==> src/rtl/ir_tx_pkg.sv <==
// Shared types and helpers for the parametrised IR packet transmitter.
// Segment and phase encodings plus the carrier half-period calculation.
package ir_tx_pkg;

   typedef enum logic [2:0] {IDLE, START, GAP, SELECT, CMD, WAIT} ir_seg_t;

   // Which segment the current GAP follows; selects the GAP's successor.
   typedef enum logic [1:0] {PH_START, PH_SELECT, PH_BIT} ir_phase_t;

   function automatic int calc_half_div(input int clk_hz, input int carrier_hz);
      if (carrier_hz <= 0) return 0;
      return clk_hz / (2 * carrier_hz);
   endfunction

endpackage

==> src/rtl/ir_carrier_gen.sv <==
// Restartable carrier divider: high for the first HALF_DIV cycles of each
// 2*HALF_DIV-cycle period, PERIOD_END on the period's last cycle.
module ir_carrier_gen #(
   parameter int HALF_DIV = 1388
) (
   input  logic CLK,
   input  logic RESET,
   input  logic RESTART,
   output logic CARRIER,
   output logic PERIOD_END
);

   localparam int PERIOD = 2 * HALF_DIV;
   localparam int W      = (PERIOD > 2) ? $clog2(PERIOD) : 1;

   logic [W-1:0] cnt_q;

   assign CARRIER    = (cnt_q < W'(HALF_DIV));
   assign PERIOD_END = (cnt_q == W'(PERIOD - 1));

   always_ff @(posedge CLK) begin
      if (RESET || RESTART || PERIOD_END) cnt_q <= '0;
      else                                cnt_q <= cnt_q + W'(1);
   end

endmodule

==> src/rtl/ir_packet_tx_param.sv <==
// Parametrised IR car transmitter: start/select/command bursts separated by
// gaps, SEND/BUSY/DONE handshake and optional auto-repeat.
module ir_packet_tx_param
   import ir_tx_pkg::*;
#(
   parameter int CLK_FREQ_HZ    = 100_000_000,
   parameter int CARRIER_HZ     = 36_000,
   parameter int START_BURST    = 191,
   parameter int GAP_LEN        = 25,
   parameter int SELECT_BURST   = 47,
   parameter int ASSERT_BURST   = 47,
   parameter int DEASSERT_BURST = 22,
   parameter int NUM_CMD_BITS   = 4,
   parameter int REPEAT_WAIT    = 1800,
   parameter int CNT_W          = 12
) (
   input  logic                    CLK,
   input  logic                    RESET,
   input  logic [NUM_CMD_BITS-1:0] COMMAND,
   input  logic                    SEND,
   input  logic                    REPEAT_EN,
   output logic                    BUSY,
   output logic                    DONE,
   output logic                    IR_LED
);

   localparam int HALF_DIV = calc_half_div(CLK_FREQ_HZ, CARRIER_HZ);
   localparam int MAX_LEN  = 1 << CNT_W;
   localparam int IDX_W    = (NUM_CMD_BITS > 1) ? $clog2(NUM_CMD_BITS) : 1;

   localparam logic [CNT_W-1:0] START_LAST = CNT_W'(START_BURST - 1);
   localparam logic [CNT_W-1:0] GAP_LAST   = CNT_W'(GAP_LEN - 1);
   localparam logic [CNT_W-1:0] SEL_LAST   = CNT_W'(SELECT_BURST - 1);
   localparam logic [CNT_W-1:0] ASRT_LAST  = CNT_W'(ASSERT_BURST - 1);
   localparam logic [CNT_W-1:0] DASRT_LAST = CNT_W'(DEASSERT_BURST - 1);
   localparam logic [CNT_W-1:0] WAIT_LAST  = CNT_W'(REPEAT_WAIT - 1);
   localparam logic [IDX_W-1:0] LAST_IDX   = IDX_W'(NUM_CMD_BITS - 1);

   if (HALF_DIV < 1) begin : g_bad_div
      $fatal(1, "ir_packet_tx_param: carrier half period must be at least one clock");
   end
   if (NUM_CMD_BITS < 1) begin : g_bad_bits
      $fatal(1, "ir_packet_tx_param: NUM_CMD_BITS must be at least 1");
   end
   if (START_BURST < 1 || START_BURST >= MAX_LEN || GAP_LEN < 1 || GAP_LEN >= MAX_LEN ||
       SELECT_BURST < 1 || SELECT_BURST >= MAX_LEN || ASSERT_BURST < 1 ||
       ASSERT_BURST >= MAX_LEN || DEASSERT_BURST < 1 || DEASSERT_BURST >= MAX_LEN ||
       REPEAT_WAIT < 1 || REPEAT_WAIT >= MAX_LEN) begin : g_bad_len
      $fatal(1, "ir_packet_tx_param: segment lengths must lie in 1 .. 2**CNT_W-1");
   end

   ir_seg_t                 state_q, state_d;
   ir_phase_t               phase_q, phase_d;
   logic [IDX_W-1:0]        idx_q, idx_d;
   logic [CNT_W-1:0]        cnt_q, cnt_d, last_cnt;
   logic [NUM_CMD_BITS-1:0] cmd_q, cmd_d;
   logic                    busy_q, busy_d, led_q;
   logic                    restart, carrier, period_end, seg_last;

   ir_carrier_gen #(.HALF_DIV(HALF_DIV)) u_carrier (
      .CLK       (CLK),
      .RESET     (RESET),
      .RESTART   (restart),
      .CARRIER   (carrier),
      .PERIOD_END(period_end)
   );

   always_comb begin
      last_cnt = '0;
      unique case (state_q)
         START:   last_cnt = START_LAST;
         GAP:     last_cnt = GAP_LAST;
         SELECT:  last_cnt = SEL_LAST;
         CMD:     last_cnt = cmd_q[idx_q] ? ASRT_LAST : DASRT_LAST;
         WAIT:    last_cnt = WAIT_LAST;
         default: last_cnt = '0;
      endcase
   end

   assign seg_last = period_end && (cnt_q == last_cnt);

   always_comb begin
      state_d = state_q;
      phase_d = phase_q;
      idx_d   = idx_q;
      cmd_d   = cmd_q;
      busy_d  = busy_q;
      restart = 1'b0;
      DONE    = 1'b0;
      cnt_d   = cnt_q;
      if (state_q != IDLE && period_end) cnt_d = seg_last ? '0 : cnt_q + CNT_W'(1);

      unique case (state_q)
         IDLE: if (SEND) begin
            state_d = START;  cmd_d = COMMAND;  busy_d = 1'b1;  restart = 1'b1;  cnt_d = '0;
         end
         START:  if (seg_last) begin state_d = GAP; phase_d = PH_START;  end
         SELECT: if (seg_last) begin state_d = GAP; phase_d = PH_SELECT; end
         CMD:    if (seg_last) begin state_d = GAP; phase_d = PH_BIT;    end
         GAP: if (seg_last) begin
            unique case (phase_q)
               PH_START:  state_d = SELECT;
               PH_SELECT: begin state_d = CMD; idx_d = LAST_IDX; end
               default: begin
                  if (idx_q == '0) begin
                     DONE    = 1'b1;
                     busy_d  = 1'b0;
                     state_d = REPEAT_EN ? WAIT : IDLE;
                  end else begin
                     state_d = CMD;
                     idx_d   = idx_q - IDX_W'(1);
                  end
               end
            endcase
         end
         WAIT: begin
            // A fresh SEND cuts the wait short; dropping REPEAT_EN abandons it.
            if (SEND || (REPEAT_EN && seg_last)) begin
               state_d = START;  cmd_d = COMMAND;  busy_d = 1'b1;  restart = 1'b1;  cnt_d = '0;
            end else if (!REPEAT_EN) begin
               state_d = IDLE;
               cnt_d   = '0;
            end
         end
         default: state_d = IDLE;
      endcase
   end

   always_ff @(posedge CLK) begin
      if (RESET) begin
         state_q <= IDLE;
         phase_q <= PH_START;
         idx_q   <= '0;
         cnt_q   <= '0;
         cmd_q   <= '0;
         busy_q  <= 1'b0;
         led_q   <= 1'b0;
      end else begin
         state_q <= state_d;
         phase_q <= phase_d;
         idx_q   <= idx_d;
         cnt_q   <= cnt_d;
         cmd_q   <= cmd_d;
         busy_q  <= busy_d;
         led_q   <= carrier && (state_q == START || state_q == SELECT || state_q == CMD);
      end
   end

   assign BUSY   = busy_q;
   assign IR_LED = led_q;

endmodule

==> config.mk <==
export PLATFORM = sky130hd
export DESIGN_NAME = ir_packet_tx_param
export DESIGN_NICKNAME = d
export VERILOG_FILES = /design/src/rtl/ir_tx_pkg.sv /design/src/rtl/ir_carrier_gen.sv /design/src/rtl/ir_packet_tx_param.sv
export SDC_FILE = /design/constraint.sdc
export NUM_CORES = 1
export LEC_CHECK = 0
export BUFFER_PORTS_ARGS = -buffer_cell sky130_fd_sc_hd__buf_2
export CORE_ASPECT_RATIO = 0.6
export CORE_MARGIN = 8
export CORE_UTILIZATION = 42
export DETAILED_ROUTE_END_ITERATION = 12
export PLACE_DENSITY_LB_ADDON = 0.1
export SYNTH_ARGS = -nofsm -noshare
export SYNTH_HDL_FRONTEND = slang
export SYNTH_SLANG_ARGS = --single-unit
==> constraint.sdc <==
create_clock -name CLK -period 3.5 [get_ports CLK]
set_clock_uncertainty 0.1 [all_clocks]
set_input_delay 0.525 -clock CLK [delete_from_list [all_inputs] [get_ports CLK]]
set_output_delay 0.525 -clock CLK [all_outputs]
set_load 0.01 [all_outputs]
[Word-level counts from Yosys, hierarchy flattened]
Cells that the tools add are included.
W data, S select, Z words.
Word-level totals
  register bits: 37
  bits of input ports: 8
  output and inout bits: 3
  logic and storage cells: 97
Cells by class
  add/subtract/negate cells: 3
  $lt $le $gt $ge: 2
  equal/unequal tests: 19
  multiplexer cells: 41
  bitwise logic cells: 1
  reduce and logical (&&, ||, !) cells: 23
Operators with widths (count)
  $mux W12: 5
  $pmux W11 S5: 1
  $add A12 B1 Y12 const B: 2
  $pmux W12 S2: 1
  $mux W3: 7
  $ne A2 B2 Y1 const B: 8
  $eq A12 B12 Y1: 1
  $eq A12 B12 Y1 const B: 1
  $lt A12 B11 Y1 const B: 1
  $mux W1: 12
  $pmux W3 S4: 1
  $reduce_and A4 Y1: 3
  $reduce_bool A3 Y1: 3
  $mux W2: 4
  $mux W4: 2
  $pmux W4 S2: 1
  $eq A3 B2 Y1 const B: 2
  $eq A3 B3 Y1 const B: 2
  $mux W6: 1
  $pmux W2 S3: 1
  $pmux W3 S2: 1
  $reduce_and A6 Y1: 1
  $logic_or A1 B1 Y1: 5
  $logic_and A1 B1 Y1: 4
  17 further kinds: 19

[Depth between registers and ports, before layout]
  depth after elaboration: 12
  gate-level depth with buffers: 10

[By module]
Synthesis repeated with hierarchy kept, for this count alone.
Unflattened totals
  cells, all modules: 292
  area, all modules: 2560.0 µm²
Modules (own cells, without submodules)
  ir_packet_tx_param: times used 1, cells an instance 224, area each 1968.1 µm²
  ir_carrier_gen: times used 1, cells an instance 68, area each 591.8 µm²

[Least setup slack after synthesis]
OpenSTA, ideal clock, no wires.
  path kind: register to register
  from: reg idx_q[0]
  to: reg state_q[0]
  data arrival time: 2515 ps
  required time: 3316 ps
  slack: 801 ps
  stages on the path, launching flop included: 9
  period minus slack after synthesis: 2699 ps
  cell sequence: dfxtp_1 > mux4_2 > a2111oi_4 > a211o_2 > o311ai_4 > or4_1 > buf_2 > a21o_1 > o31ai_2
On the way
  cells in the longest elaborated chain, start to end: 10
  elaborated cells on any way between the ends: 18
Ends and longest elaborated chain
  from (decl): RTL line ir_packet_tx_param.sv:54  | logic [IDX_W-1:0] idx_q, idx_d;
  from (signal assigned): RTL line ir_packet_tx_param.sv:141  | idx_q <= idx_d;
  $bmux W1 S2: RTL line ir_packet_tx_param.sv:74  | CMD: last_cnt = cmd_q[idx_q] ? ASRT_LAST : DASRT_LAST;
  $mux W1 (not written as such): RTL line ir_packet_tx_param.sv:74
  $mux W6: RTL line ir_packet_tx_param.sv:74
  $pmux W11 S5: RTL line ir_packet_tx_param.sv:70  | unique case (state_q)
  $eq A12 B12 Y1: RTL line ir_packet_tx_param.sv:80  | assign seg_last = period_end && (cnt_q == last_cnt);
  $logic_and A1 B1 Y1: RTL line ir_packet_tx_param.sv:80
  $logic_and A1 B1 Y1: RTL line ir_packet_tx_param.sv:118  | if (SEND || (REPEAT_EN && seg_last)) begin
  $logic_or A1 B1 Y1: RTL line ir_packet_tx_param.sv:118
  $ne A3 B3 Y1 (no source line) / $mux W3 (equally long branches)
  $reduce_and A4 Y1 (no source line) / $pmux W3 S4 (equally long branches)
  to (signal assigned): RTL line ir_packet_tx_param.sv:139  | state_q <= state_d;
  to (decl): RTL line ir_packet_tx_param.sv:52  | ir_seg_t state_q, state_d;
Parallel ways exist; a longest one is shown, timed or not. The select of a mux whose other input is x is not followed.
A chain may end at the register's enable or synchronous reset.

[Final worst setup path]
  from: reg idx_q[0]
  to: out DONE
On the way
  cells in the longest elaborated chain, start to end: 8
  elaborated cells on any way between the ends: 11
Ends and longest elaborated chain
  $bmux W1 S2: RTL line ir_packet_tx_param.sv:74
  $mux W1 (not written as such): RTL line ir_packet_tx_param.sv:74
  $mux W6: RTL line ir_packet_tx_param.sv:74
  $pmux W11 S5: RTL line ir_packet_tx_param.sv:70
  $eq A12 B12 Y1: RTL line ir_packet_tx_param.sv:80
  $logic_and A1 B1 Y1: RTL line ir_packet_tx_param.sv:80
  $mux W1 *: RTL line ir_packet_tx_param.sv:100  | GAP: if (seg_last) begin
  $mux W1 *: RTL line ir_packet_tx_param.sv:93  | unique case (state_q)
  to (decl): RTL line ir_packet_tx_param.sv:23  | output logic DONE,
Mark *: on every way between the ends. The rest lies on a longest branch, timed or not. The select of a mux whose other input is x is not followed.

==> key figures <==
Synthesis
  – Avg Cell Area, Syn: approximately 7.7 µm²
  – Main synth FF type: dfxtp_1
  – Netlist Area Pre-Place: 2482 µm²
  – Syn_nets: 332
  – Syn. warnings: 0
  – Async set or reset register ratio after synthesis: 0%
  – Sequential area share after synthesis: 29.84%
  – Unique masters post-synth: 62
  – Seq cells post-synth: 37
  – Post-synth EDFFs: 0
  – Gate Count Post-Synth: 321

GRT
  – Antenna violations before repair: 0
  – Vias in the first global route: 2,137
  – GRT Total Usage: 16.82%
  – Largest net degree at the start of global routing: 26
  – GR Overflow Total: 0
  – First-pass GRT wire length: 11.45 mm

Pwr
  – Switch share: 28.88%
  – Gate power share: 19.3%
  – Pwr Density: 386.5 nW/µm²
  – Peak VDD IR: 155.9 µV
  – Static leakage: 0.0009796 µW
  – Psw: 307.5 µW
  – Internal power: 757.4 µW
  – Flop pwr share: between 40% and 50%
  – Clk pwr share: 37.2%

Setup path
  – CP Buf/Inv Count: 1
  – Worst r2r src: idx_q[0]
  – Peak per-stage delay on the critical path: 0.62 ns
  – WP data required: 2.87 ns
  – Critical path fanouts, max: 6
  – R2R Path End: phase_q[0]
  – Worst path top cell family by delay: simple AND/OR/NAND/NOR gates
  – Worst path slowest cell: mux4_2
  – Worst setup SP type: flip-flop
  – Arrival time worst endpoint: around 2.5 ns
  – WS Path Type: reg -> out
  – Crit-path cells: mux4_2 > nand2_1 > nor3b_2 > nor3_1 > nor3b_1 > nand4_1 > nor3_1 > buf_2
  – Setup crit end kind: output pin
  – R2R Setup Slk: 0.50 ns
  – Most Frequent Cell on Critical Path: nor3_1
  – Register-to-Register Path Depth: 7

STA
  – Slew Limit Fails: 0
  – Hold Fails Final Rpt: 0
  – Setup-failing EPs final: 0
  – Worst-margin pin slew: 0.5520 ns
  – Unrepaired setup endpoints after global routing: false
  – Fin Setup TNS: 0 ns
  – Slew HR: between 60 and 70%
  – Max Freq: 0.3169 GHz
  – Tmin final: 3.156 ns
  – Crit share post-route: roughly nine tenths

Clock network
  – H-tree lvl count: 2
  – Clock root cell: clkbuf_8
  – Clk sinks: 37
  – Number of CTS-inserted buffers: 5
  – CTS tree: built
  – CTS clk-pin slew, worst paths: 0.08 ns
  – Clk_lat worst skew: 0.30 ns
  – Setup Fix Bufs, Post-CTS: 0
  – Clk buf depth: 2

Floorplanning
  – Die width: 115.3 µm
  – Die H: 75.55 µm
  – Die Area: roughly 8700 µm²
  – Initial core utilization: 43.94%
  – I/O pins: 11
  – Core area: ~5600 µm²
  – # rows: 21

Final layout
  – Synth-to-Final Area Change: 10.99%
  – Nets: roughly 340
  – Diode count: 0
  – Layout cells sized above 1: a little over an eighth
  – Commonest non-fill, non-tap cell in the layout: nor2_1
  – Register area: 743.2 µm²
  – Layout fillers: 568
  – Area of the multi-input gates: ~1600 µm²
  – Non-filler cells, final: 407
  – Most frequent cells in the layout: nor2_1 (40), dfxtp_1 (35), nand2_1 (30), nand3_1 (18), a21oi_1 (17)

Routing
  – DR vias/cell: just under 6
  – Total number of vias: ~2,400
  – Initial DRC Count: 225
  – Final wirelength: 6.650 mm
  – Pre-Repair DR Iteration Count: 4
  – Drc violations: 0
  – Wire length per cell: 16.34 µm
  – Antenna viol nets, final: 0

Min path
  – HP Class: reg -> reg
  – Hold_sp: u_carrier.cnt_q[0]
  – Worst hold stages: 1
  – Hold Path End: u_carrier.cnt_q[0]

Placement
  – DP Wirelength: 4.825 mm
  – # placed instances: 399
  – IO Port Bufs: 10
  – GP Congestion: 0.8448

Run
  – Max-cap violations: 0

Status
  – Status: complete, no violations
==> cells by family (layout without fill, tap and decap cells) <==
logic type	Yosys count	after routing	share of synthesized area, %
simple gates	157	157	34.32
compound gates	70	70	20.57
flops	37	37	29.84
buf+inv	30	36	4.687
xor+xnor	22	22	7.762
fa+ha+maj	3	3	1.512
mux	2	2	1.310
==> routing by layer <==
metal / wire, µm / vias up / GRT usage (%)
met1: 3812 / 1121 / 27.49
met2: 2369 / 58 / 19.85
met4: 59 / 0 / 4.191
li1: - / 1180 / -
met5: 0 / - / 0
met3: 408 / 7 / 4.035
==> power by group through the flow <==
stage	combinational, µW	clock, µW	sequential (µW)
finish	206	397	463
global route	228	424	466
CTS	203	404	462
detailed placement	202	0	472
global placement	203	0	472
floorplan	154	0	463
==> worst reg2reg max path: cells and delay by family, from the launching register on <==
family | cells | cell delay [ns]
flops | 1 | 0.42
compound gates | 5 | 1.09
simple gates | 1 | 0.66
mux | 1 | 0.62
==> metrics by stage <==
stage / hold WS, ns / util [%] / power (µW) / setup WS (ns) / cell area, µm²
2_1_floorplan: 0.3258 / - / 616.6 / 0.8008 / 2482
3_3_place_gp: 0.3532 / 46.67 / 675.2 / 0.5569 / 2636
3_5_place_dp: 0.3667 / 46.67 / 674.1 / 0.5673 / 2636
4_1_cts: 0.3840 / 48.73 / 1070 / 0.2279 / 2753
5_1_grt: 0.4169 / 48.77 / 1118 / 0.09022 / 2755
6_report: 0.3748 / 48.77 / 1065 / 0.3443 / 2755
==> worst max path at each step <==
| stage | slack [ns] | from | to | cells past startpoint |
|---|---|---|---|---|
| after floorplan | 0.80 | idx_q[0] | state_q[0] | 8 |
| after global placement | 0.56 | state_q[1] | DONE | 8 |
| after detailed placement | 0.57 | idx_q[0] | phase_q[0] | 7 |
| after CTS | 0.23 | state_q[1] | DONE | 8 |
| after global routing | 0.09 | state_q[2] | DONE | 9 |
| final | 0.34 | idx_q[0] | DONE | 8 |
==> cell type report <==
class | instances | area share, %
clock inverters | 1 | 1.090
multi-input cells | 254 | 59.22
clock buffers | 7 | 3.134
flip-flops and latches | 37 | 26.98
inverters | 9 | 1.226
repair buffers | 19 | 4.723
well taps | 80 | 3.633
==> state kept, by name, indices dropped and copies added (netlist names) <==
name	flops
u_carrier.cnt_q	12
phase_q	2
state_q	3
cmd_q	4
BUSY	1
cnt_q	12
idx_q	2
IR_LED	1
==> repair_timing <==
item	CTS	global route
hold endpoints to repair	0	0
setup endpoints to repair	0	1
hold buffers	0	0
resized for setup	0	2
==> synth_stat cells, types with 6 or more instances <==
cell      number  area [µm²]
nand3_1       18       90.09
and3_1        12       75.07
dfxtp_1       37       740.7
inv_1          8       30.03
nor2_1        40       150.1
nor3b_1        7       52.55
o21ai_0       11       55.05
a31oi_1        9       56.30
xor2_1        10       87.58
nand2_1       30       112.6
xnor2_1       12       105.1
a21oi_1       17       85.08
nor3_1         6       30.03
or3_1          6       37.54
clkbuf_1      17       63.81
Power figures use the tool's default switching activity.
